--- src/rtl/alu_share_arb.sv ---
// Two requesters share one NZCV-producing ALU through a round-robin arbiter.
// Results land in a one-entry response slot; each requester keeps its own flag register.

module alu_nzcv #(
  parameter int unsigned N = 64
) (
  input  logic [N-1:0] a,
  input  logic [N-1:0] b,
  input  logic [1:0]   ctrl,
  output logic [N-1:0] result,
  output logic [3:0]   nzcv
);

  logic         is_sub;
  logic [N-1:0] b_op;
  logic [N:0]   sum;
  logic         carry;
  logic         ovf;

  assign is_sub = (ctrl == 2'b01);
  assign b_op   = is_sub ? ~b : b;
  // Subtract as a + ~b + 1 so carry-out reads as "no borrow".
  assign sum    = {1'b0, a} + {1'b0, b_op} + {{N{1'b0}}, is_sub};
  assign ovf    = (a[N-1] == b_op[N-1]) && (sum[N-1] != a[N-1]);

  always_comb begin
    result = '0;
    carry  = 1'b0;
    case (ctrl)
      2'b00, 2'b01: begin
        result = sum[N-1:0];
        carry  = sum[N];
      end
      2'b10:   result = a & b;
      default: result = a | b;
    endcase
  end

  always_comb begin
    nzcv[3] = result[N-1];
    nzcv[2] = (result == '0);
    nzcv[1] = ctrl[1] ? 1'b0 : carry;
    nzcv[0] = ctrl[1] ? 1'b0 : ovf;
  end

endmodule

module alu_share_arb #(
  parameter int unsigned N = 64
) (
  input  logic         i_clk,
  input  logic         i_reset,
  input  logic [1:0]   i_req_valid,
  output logic [1:0]   o_req_ready,
  input  logic [N-1:0] i_a0,
  input  logic [N-1:0] i_b0,
  input  logic [1:0]   i_ctrl0,
  input  logic         i_setf0,
  input  logic [N-1:0] i_a1,
  input  logic [N-1:0] i_b1,
  input  logic [1:0]   i_ctrl1,
  input  logic         i_setf1,
  output logic         o_rsp_valid,
  input  logic         i_rsp_ready,
  output logic         o_rsp_id,
  output logic [N-1:0] o_result,
  output logic [3:0]   o_nzcv,
  output logic [3:0]   o_flags0,
  output logic [3:0]   o_flags1
);

  logic         grant;
  logic         last_grant;
  logic         slot_free;
  logic         accept;
  logic [N-1:0] sel_a;
  logic [N-1:0] sel_b;
  logic [1:0]   sel_ctrl;
  logic         sel_setf;
  logic [N-1:0] alu_result;
  logic [3:0]   alu_flags;

  assign slot_free = !o_rsp_valid || i_rsp_ready;

  always_comb begin
    grant = 1'b0;
    case (i_req_valid)
      2'b10:   grant = 1'b1;
      2'b11:   grant = ~last_grant;
      default: grant = 1'b0;
    endcase
  end

  always_comb begin
    o_req_ready = '0;
    if (slot_free) o_req_ready[grant] = i_req_valid[grant];
  end

  assign accept = |o_req_ready;

  always_comb begin
    sel_a    = grant ? i_a1    : i_a0;
    sel_b    = grant ? i_b1    : i_b0;
    sel_ctrl = grant ? i_ctrl1 : i_ctrl0;
    sel_setf = grant ? i_setf1 : i_setf0;
  end

  alu_nzcv #(.N(N)) u_alu (
    .a      (sel_a),
    .b      (sel_b),
    .ctrl   (sel_ctrl),
    .result (alu_result),
    .nzcv   (alu_flags)
  );

  // Pointer starts at 1 so requester 0 wins the first contention.
  always_ff @(posedge i_clk) begin
    if (i_reset) begin
      o_rsp_valid <= 1'b0;
      o_rsp_id    <= 1'b0;
      o_result    <= '0;
      o_nzcv      <= '0;
      o_flags0    <= '0;
      o_flags1    <= '0;
      last_grant  <= 1'b1;
    end else begin
      if (accept) begin
        o_rsp_valid <= 1'b1;
        o_rsp_id    <= grant;
        o_result    <= alu_result;
        o_nzcv      <= alu_flags;
        last_grant  <= grant;
        if (sel_setf) begin
          if (grant) o_flags1 <= alu_flags;
          else       o_flags0 <= alu_flags;
        end
      end else if (i_rsp_ready) begin
        o_rsp_valid <= 1'b0;
      end
    end
  end

endmodule

--- config.mk ---
export PLATFORM = sky130hd
export DESIGN_NAME = alu_share_arb
export DESIGN_NICKNAME = d
export VERILOG_FILES = /design/src/rtl/alu_share_arb.sv
export SDC_FILE = /design/constraint.sdc
export NUM_CORES = 1
export LEC_CHECK = 0
export BUFFER_PORTS_ARGS = -buffer_cell sky130_fd_sc_hd__buf_2
export CORE_UTILIZATION = 50
export CTS_CLUSTER_SIZE = 24
export DETAILED_ROUTE_END_ITERATION = 10
export PLACE_DENSITY = 0.8
export SLEW_MARGIN = 40
export SYNTH_ARGS = -nofsm -noshare
export SYNTH_HDL_FRONTEND = slang
export SYNTH_HIERARCHICAL = 1
export SYNTH_SLANG_ARGS = --single-unit
--- constraint.sdc ---
create_clock -name i_clk -period 12.8 [get_ports i_clk]
set_clock_uncertainty 0.2 [all_clocks]
set_input_delay 0.64 -clock i_clk [delete_from_list [all_inputs] [get_ports i_clk]]
set_output_delay 0.64 -clock i_clk [all_outputs]
set_load 0.01 [all_outputs]
# --- Yosys cells after proc, flatten, opt, wreduce, memory -nomap -nowiden ---
# Index checks and enable logic that the tools add are counted.
totals:
  regBits: 79
  output_inout_bits: 80
  wordCells: 51
op_classes:
  n_addsub: 2
  magnitude_cmp: 2
  eq_ne: 6
  n_mux: 17
  bitwise_logic: 6
  n_reduce_logical: 11
ops:
  columns: ["operator", "count"]
  rows:
  - ["2-to-1 mux 64 bit", 3]
  - ["one-hot mux 64 bit (2 select lines)", 1]
  - ["adder 64 x 64 -> 65 bit", 1]
  - ["adder 65 x 1 -> 65 bit", 1]
  - ["bitwise AND 64 bit", 1]
  - ["zero test 64 bit", 1]
  - ["inverter 64 bit", 1]
  - ["OR 64 bit", 1]
  - ["2-to-1 mux 1 bit", 9]
  - ["equality test 2 bit (second input constant)", 3]
  - ["AND reduction 3 bit", 2]
  - ["2-to-1 mux 2 bit", 2]
  - ["OR reduction 2 bit", 2]
  - ["bitwise AND 2 bit", 1]
  - ["equality test 2 x 1 -> 1 bit (second input constant)", 1]
  - ["logical AND 1 bit", 2]
  - ["zero test 2 bit", 1]
  - ["< comparator 1 x 2 -> 1 bit (second input constant)", 1]
  - ["inverter 1 bit", 2]
  - ["one-hot mux 1 bit (2 select lines)", 1]
  - ["nonzero test 2 bit", 1]
  - ["demux 1 bit (select 1 bit)", 1]
  - ["equality test 1 bit", 1]
  - [">= comparator 1 bit (second input constant)", 1]
  - ["other kinds (3)", 3]

# --- Logic depth before layout (Yosys ltp) ---
logic_depth:
  word_depth: 10
  ltp_mapped: 27
  depth_no_buf: 20

# --- By module ---
# Netlist, hierarchy kept.
by_module_without_submodules:
  columns: ["module", "instances", "cells_each", "area_each_um2", "seq_area_each_um2"]
  rows:
  - ["alu_nzcv", 1, 1025, 6741.5, 0.0]
  - ["alu_share_arb", 1, 505, 4659.5, 1581.5]

# --- Least setup slack after synthesis ---
# Ideal clock, no wire load.
synth_path:
  path_type: "input-to-reg"
  startpoint: "input port i_req_valid[1]"
  endpoint: "register o_flags0[2]"
  setup_time_ns: 0.072
  arrival_time_ns: 7.568
  path_slack_ns: 4.960
  path_stages: 26
  n_path_buf: 9
  path_cell_list: "a21boi_2 > buf_2 > mux2_2 > buf_2 > buf_1 > clkbuf_1 > clkbuf_1 > clkbuf_1 > buf_1 > nand2_1 > clkbuf_1 > xnor2_1 > ha_1 > clkbuf_1 > nand4_1 > or3_1 > o21ai_1 > xnor2_1 > nor2_1 > or4_1 > or4_1 > or4_1 > or4_1 > nor4_2 > nand2b_1 > mux2i_1"
synth_via:
  word_cells_on_any_way: 31
  cone_classes: "add/sub (2); order compare (2); eq/ne (4); mux (12); bitwise (5); reduce/logical (6)"
synth_rtl:
  columns: ["item", "line_no", "text"]
  rows:
  - ["start: declaration", "53", "input logic [1:0] i_req_valid,"]
  - ["equality test 2 bit", "87", "case (i_req_valid)"]
  - ["one-hot mux 1 bit (2 select lines) *", "87", null]
  - ["2-to-1 mux 2 bit *", "104", "sel_ctrl = grant ? i_ctrl1 : i_ctrl0;"]
  - ["via sel_ctrl[0]", "78", "logic [1:0] sel_ctrl;"]
  - ["equality test 2 x 1 -> 1 bit", "20, 29", null]
  - ["2-to-1 mux 64 bit", "21", "assign b_op = is_sub ? ~b : b;"]
  - ["adder 64 x 64 -> 65 bit", "23", "assign sum = {1'b0, a} + {1'b0, b_op} + {{N{1'b0}}, is_sub};"]
  - ["adder 65 x 1 -> 65 bit", "23", null]
  - ["one-hot mux 64 bit (2 select lines) *", "29", "case (ctrl)"]
  - ["zero test 64 bit *", "41", "nzcv[2] = (result == '0);"]
  - ["via alu_flags[2]", "81", "logic [3:0] alu_flags;"]
  - ["end signal: assignment", "135", "else o_flags0 <= alu_flags;"]
  - ["end: declaration", "68", "output logic [3:0] o_flags0,"]
# Mark *: on every way through the listed nets, which the timed path passes. The rest lies on a longest branch. The select of a mux whose other input is x is not followed.
# A chain may end at the register's enable or synchronous reset.

# --- Final worst setup path ---
layout_path:
  startpoint: "input port i_req_valid[1]"
  endpoint: "register o_nzcv[2]"
layout_via:
  elab_chain_cells: 9
  word_cells_on_any_way: 28
  cone_classes: "add/sub (2); order compare (2); eq/ne (4); mux (11); bitwise (4); reduce/logical (5)"
layout_rtl:
  columns: ["item", "line_no", "text"]
  rows:
  - ["equality test 2 bit", "87", null]
  - ["one-hot mux 1 bit (2 select lines) *", "87", null]
  - ["2-to-1 mux 2 bit *", "104", null]
  - ["via sel_ctrl[1]", "78", null]
  - ["equality test 2 x 1 -> 1 bit", "20, 29", null]
  - ["2-to-1 mux 64 bit", "21", null]
  - ["adder 64 x 64 -> 65 bit", "23", null]
  - ["adder 65 x 1 -> 65 bit", "23", null]
  - ["one-hot mux 64 bit (2 select lines) *", "29", null]
  - ["via alu_result[46]", "80", "logic [N-1:0] alu_result;"]
  - ["zero test 64 bit *", "41", null]
  - ["via alu_flags[2]", "81", null]
  - ["end signal: assignment", "131", "o_nzcv <= alu_flags;"]
  - ["end: declaration", "67", "output logic [3:0] o_nzcv,"]
# Marked as above.

==> reports/qor.yml <==
synth_top_family_by_area: "compound AO/OA/AOI/OAI gates"
hold_buffers: 0
max-clock-path-buffers: 2
synth_fp_nets: 1870
synth_xor_xnor_area_share_pct: 8.209
synth.largest_area_cell: "dfxtp_1"
max_slew_margin_pct: 37.49
drive_gt1_share_pct: 25.79
ir_worst_vdd_mv: 0.07407
mostFrequentLayoutCell: "buf_2"
setup_tns_ns: 0
antenna_found_initial: 0
max_freq_ghz: 0.1286
drv_slew: 0
ys_ff_latch: 79
yosysTopAreaCellShare_pct: 13.87
r2r_cells: 22
clkTransAtPathRegs_ns: 0.06
cellLeakagePower_uw: 0.005729
fin_nets: 2130
seq_area_frac_synth_pct: 13.87
syn_to_final_growth_pct: 17.47
ios: 347
maxCapViolations: 0
first_global_vias: 11940
instances_no_fill: 2075
synth_cell_types: 83
grt.total_usage_pct: 36.55
async_flop_share_pct: 0
hold_viol: 0
critPathArrivalTime_ns: 7.83
final_core_util_pct: 60.62
final_antenna_net_count: 0
setup_viol: 0
io_buffers: 346
synth_compound_area_share_pct: 26.92
synth_adder_area_share_pct: 12.83
fin_crit_sh_pct: 60.75
cts_tree: "yes"
start_util_pct: 51.60
route.detailed.drc: 0
overflow: 0
cts-root-buf: "clkbuf_16"
whs_path_depth: 2
grt_max_degree: 101
post_cts_resized: 0
antennaDiodeCount: 0
clk_latency_ns: 0.33
status: "finished clean"
reg2reg_to: "o_nzcv[2]$_SDFFE_PP0P_"
tightest_slew_ns: 0.9255
fp.dieArea_um2: 23410
place_congestion: 1.005
critPathRequiredTime_ns: 12.86
grt_pass1_wl_mm: 67.90
worstSetupPathType: "in2reg"
wl_per_cell_um: 21.19
syn-mean-instance-area_um2: 7.452
hold_end: "o_result[0]$_SDFFE_PP0P_"
synth_edf_count: 0
hp-start: "o_result[0]$_SDFFE_PP0P_"
rsz0062_at_grt: "false"
synth-simple-area-share_pct: 18.44
die_w_um: 153
synth-warning-count: 6
hold_class: "reg2reg"
drt_iter0_markers: 1513
cp-startpoint: "i_req_valid[1]"
period_minus_slack_ns: 7.775
synth_area_um2: 11400
vias: 13060
clock_sinks: 79
synthFlopType: "dfxtp_1"
final_cell_mix: "buf_2, a21oi_1, o21ai_0"
via_per_inst: 6.295
worstPathMaxFanout: 65
rows: 54
hold-worst-slack_ns: 0.2746
r2r-start: "last_grant$_SDFFE_PP1P_"
ff2ff_setup_slack_ns: 5.17
cts_buffers: 9
hpwl_mm: 35.04
endpoint_kind: "flop"
power.density_nw_per_um2: 122.2
htree_levels: 3
synthCells: 1530
ys_top_cells_by_area: "dfxtp_1, a21oi_1, ha_1, mux2_1, xnor2_1"
coreArea_um2: 22090
dr.pass1.iters: 5
die_y_um: 153
crit_path_start_kind: "primary input"
place_inst: 2059
muxShareOfSynthArea_pct: 13.90
postCtsSetupBuffers: 0
routed_wl_mm: 43.98
[critical path, cell delays in order]
cell and delay [ns]:
buf_2 0.14, a21boi_4 0.19, buf_6 0.46, mux2_2 0.47
inv_1 0.07, buf_4 0.49, nand2_4 0.17, buf_6 0.34
xnor2_1 0.23, ha_1 0.45, nand4_1 0.12, a21oi_1 0.44
o21ai_0 0.30, a31o_2 0.30, a2111oi_2 0.74, o21bai_1 0.22
xnor2_1 0.19, a21oi_1 0.11, or4_1 0.56, or4_1 0.55
nor4_2 0.34, nand3_1 0.11, a21oi_1 0.14
[sequential cells by signal (all words and copies together), names as in the netlist]
name	flops
last_grant	1
o_flags0	4
o_flags1	4
o_nzcv	4
o_result	64
o_rsp_id	1
o_rsp_valid	1
[power by group]
group / total, uW / switching (uW) / internal (uW)
registers: 300 / 18.9 / 281
clock network: 234 / 103 / 131
logic: 1100 / 692 / 411
[synthesized netlist by cell type, drive strengths merged (15+ instances only)]
cell type  count
o21ai        160
buf           43
dfxtp         79
nand3         82
maj3          54
a21oi        182
nand2b        15
mux2         131
xor2          17
nand4         33
o21a          18
xnor2         89
nor3          25
inv           31
nand2        115
ha            72
a21o          32
nor2          88
clkbuf        66
[per-stage QoR]
step                total power, uW  cell area, um^2  setup WS, ns
finish                         1637            13390         5.025
global route                   1739            13390         4.594
CTS                            1606            13380         4.952
detailed placement             1365            13110         4.547
global placement               1368            13040         4.491
floorplan                      1037            11400         4.960
[kinds of logic (layout without fill, tap and decap cells)]
kind of cell	count (synthesis)	after routing
simple gates	428	428
compound gates	508	508
mux	142	142
fa+ha+maj	127	127
flops	79	79
buf+inv	140	405
xor+xnor	106	106
[per-layer routing]
| metal | vias to the layer above | track usage, % | wire length (um) |
|---|---|---|---|
| met5 | - | 0 | 0 |
| met2 | 736 | 53.71 | 18410 |
| li1 | 6177 | - | - |
| met1 | 6088 | 54.65 | 20410 |
| met4 | 0 | 9.331 | 886 |
| met3 | 61 | 5.784 | 4273 |
[worst max path at each step]
stage,end,cells after the start
CTS,o_flags0[2]$_SDFFE_PP0P_,23
floorplan,o_flags0[2]$_SDFFE_PP0P_,26
finish,o_nzcv[2]$_SDFFE_PP0P_,23
detailed placement,o_flags0[2]$_SDFFE_PP0P_,23
global placement,o_nzcv[2]$_SDFFE_PP0P_,23
global route,o_flags0[2]$_SDFFE_PP0P_,23
[cell type report]
type / count / area, um^2
flip-flops and latches: 79 / 1582
repair buffers: 358 / 1881
clock inverters: 7 / 48.80
clock buffers: 9 / 225.2
fillers: 2057 / 8701
multi-input cells: 1311 / 9190
inverters: 31 / 116.4
well taps: 280 / 350.3
Power figures use the tool's default switching activity.
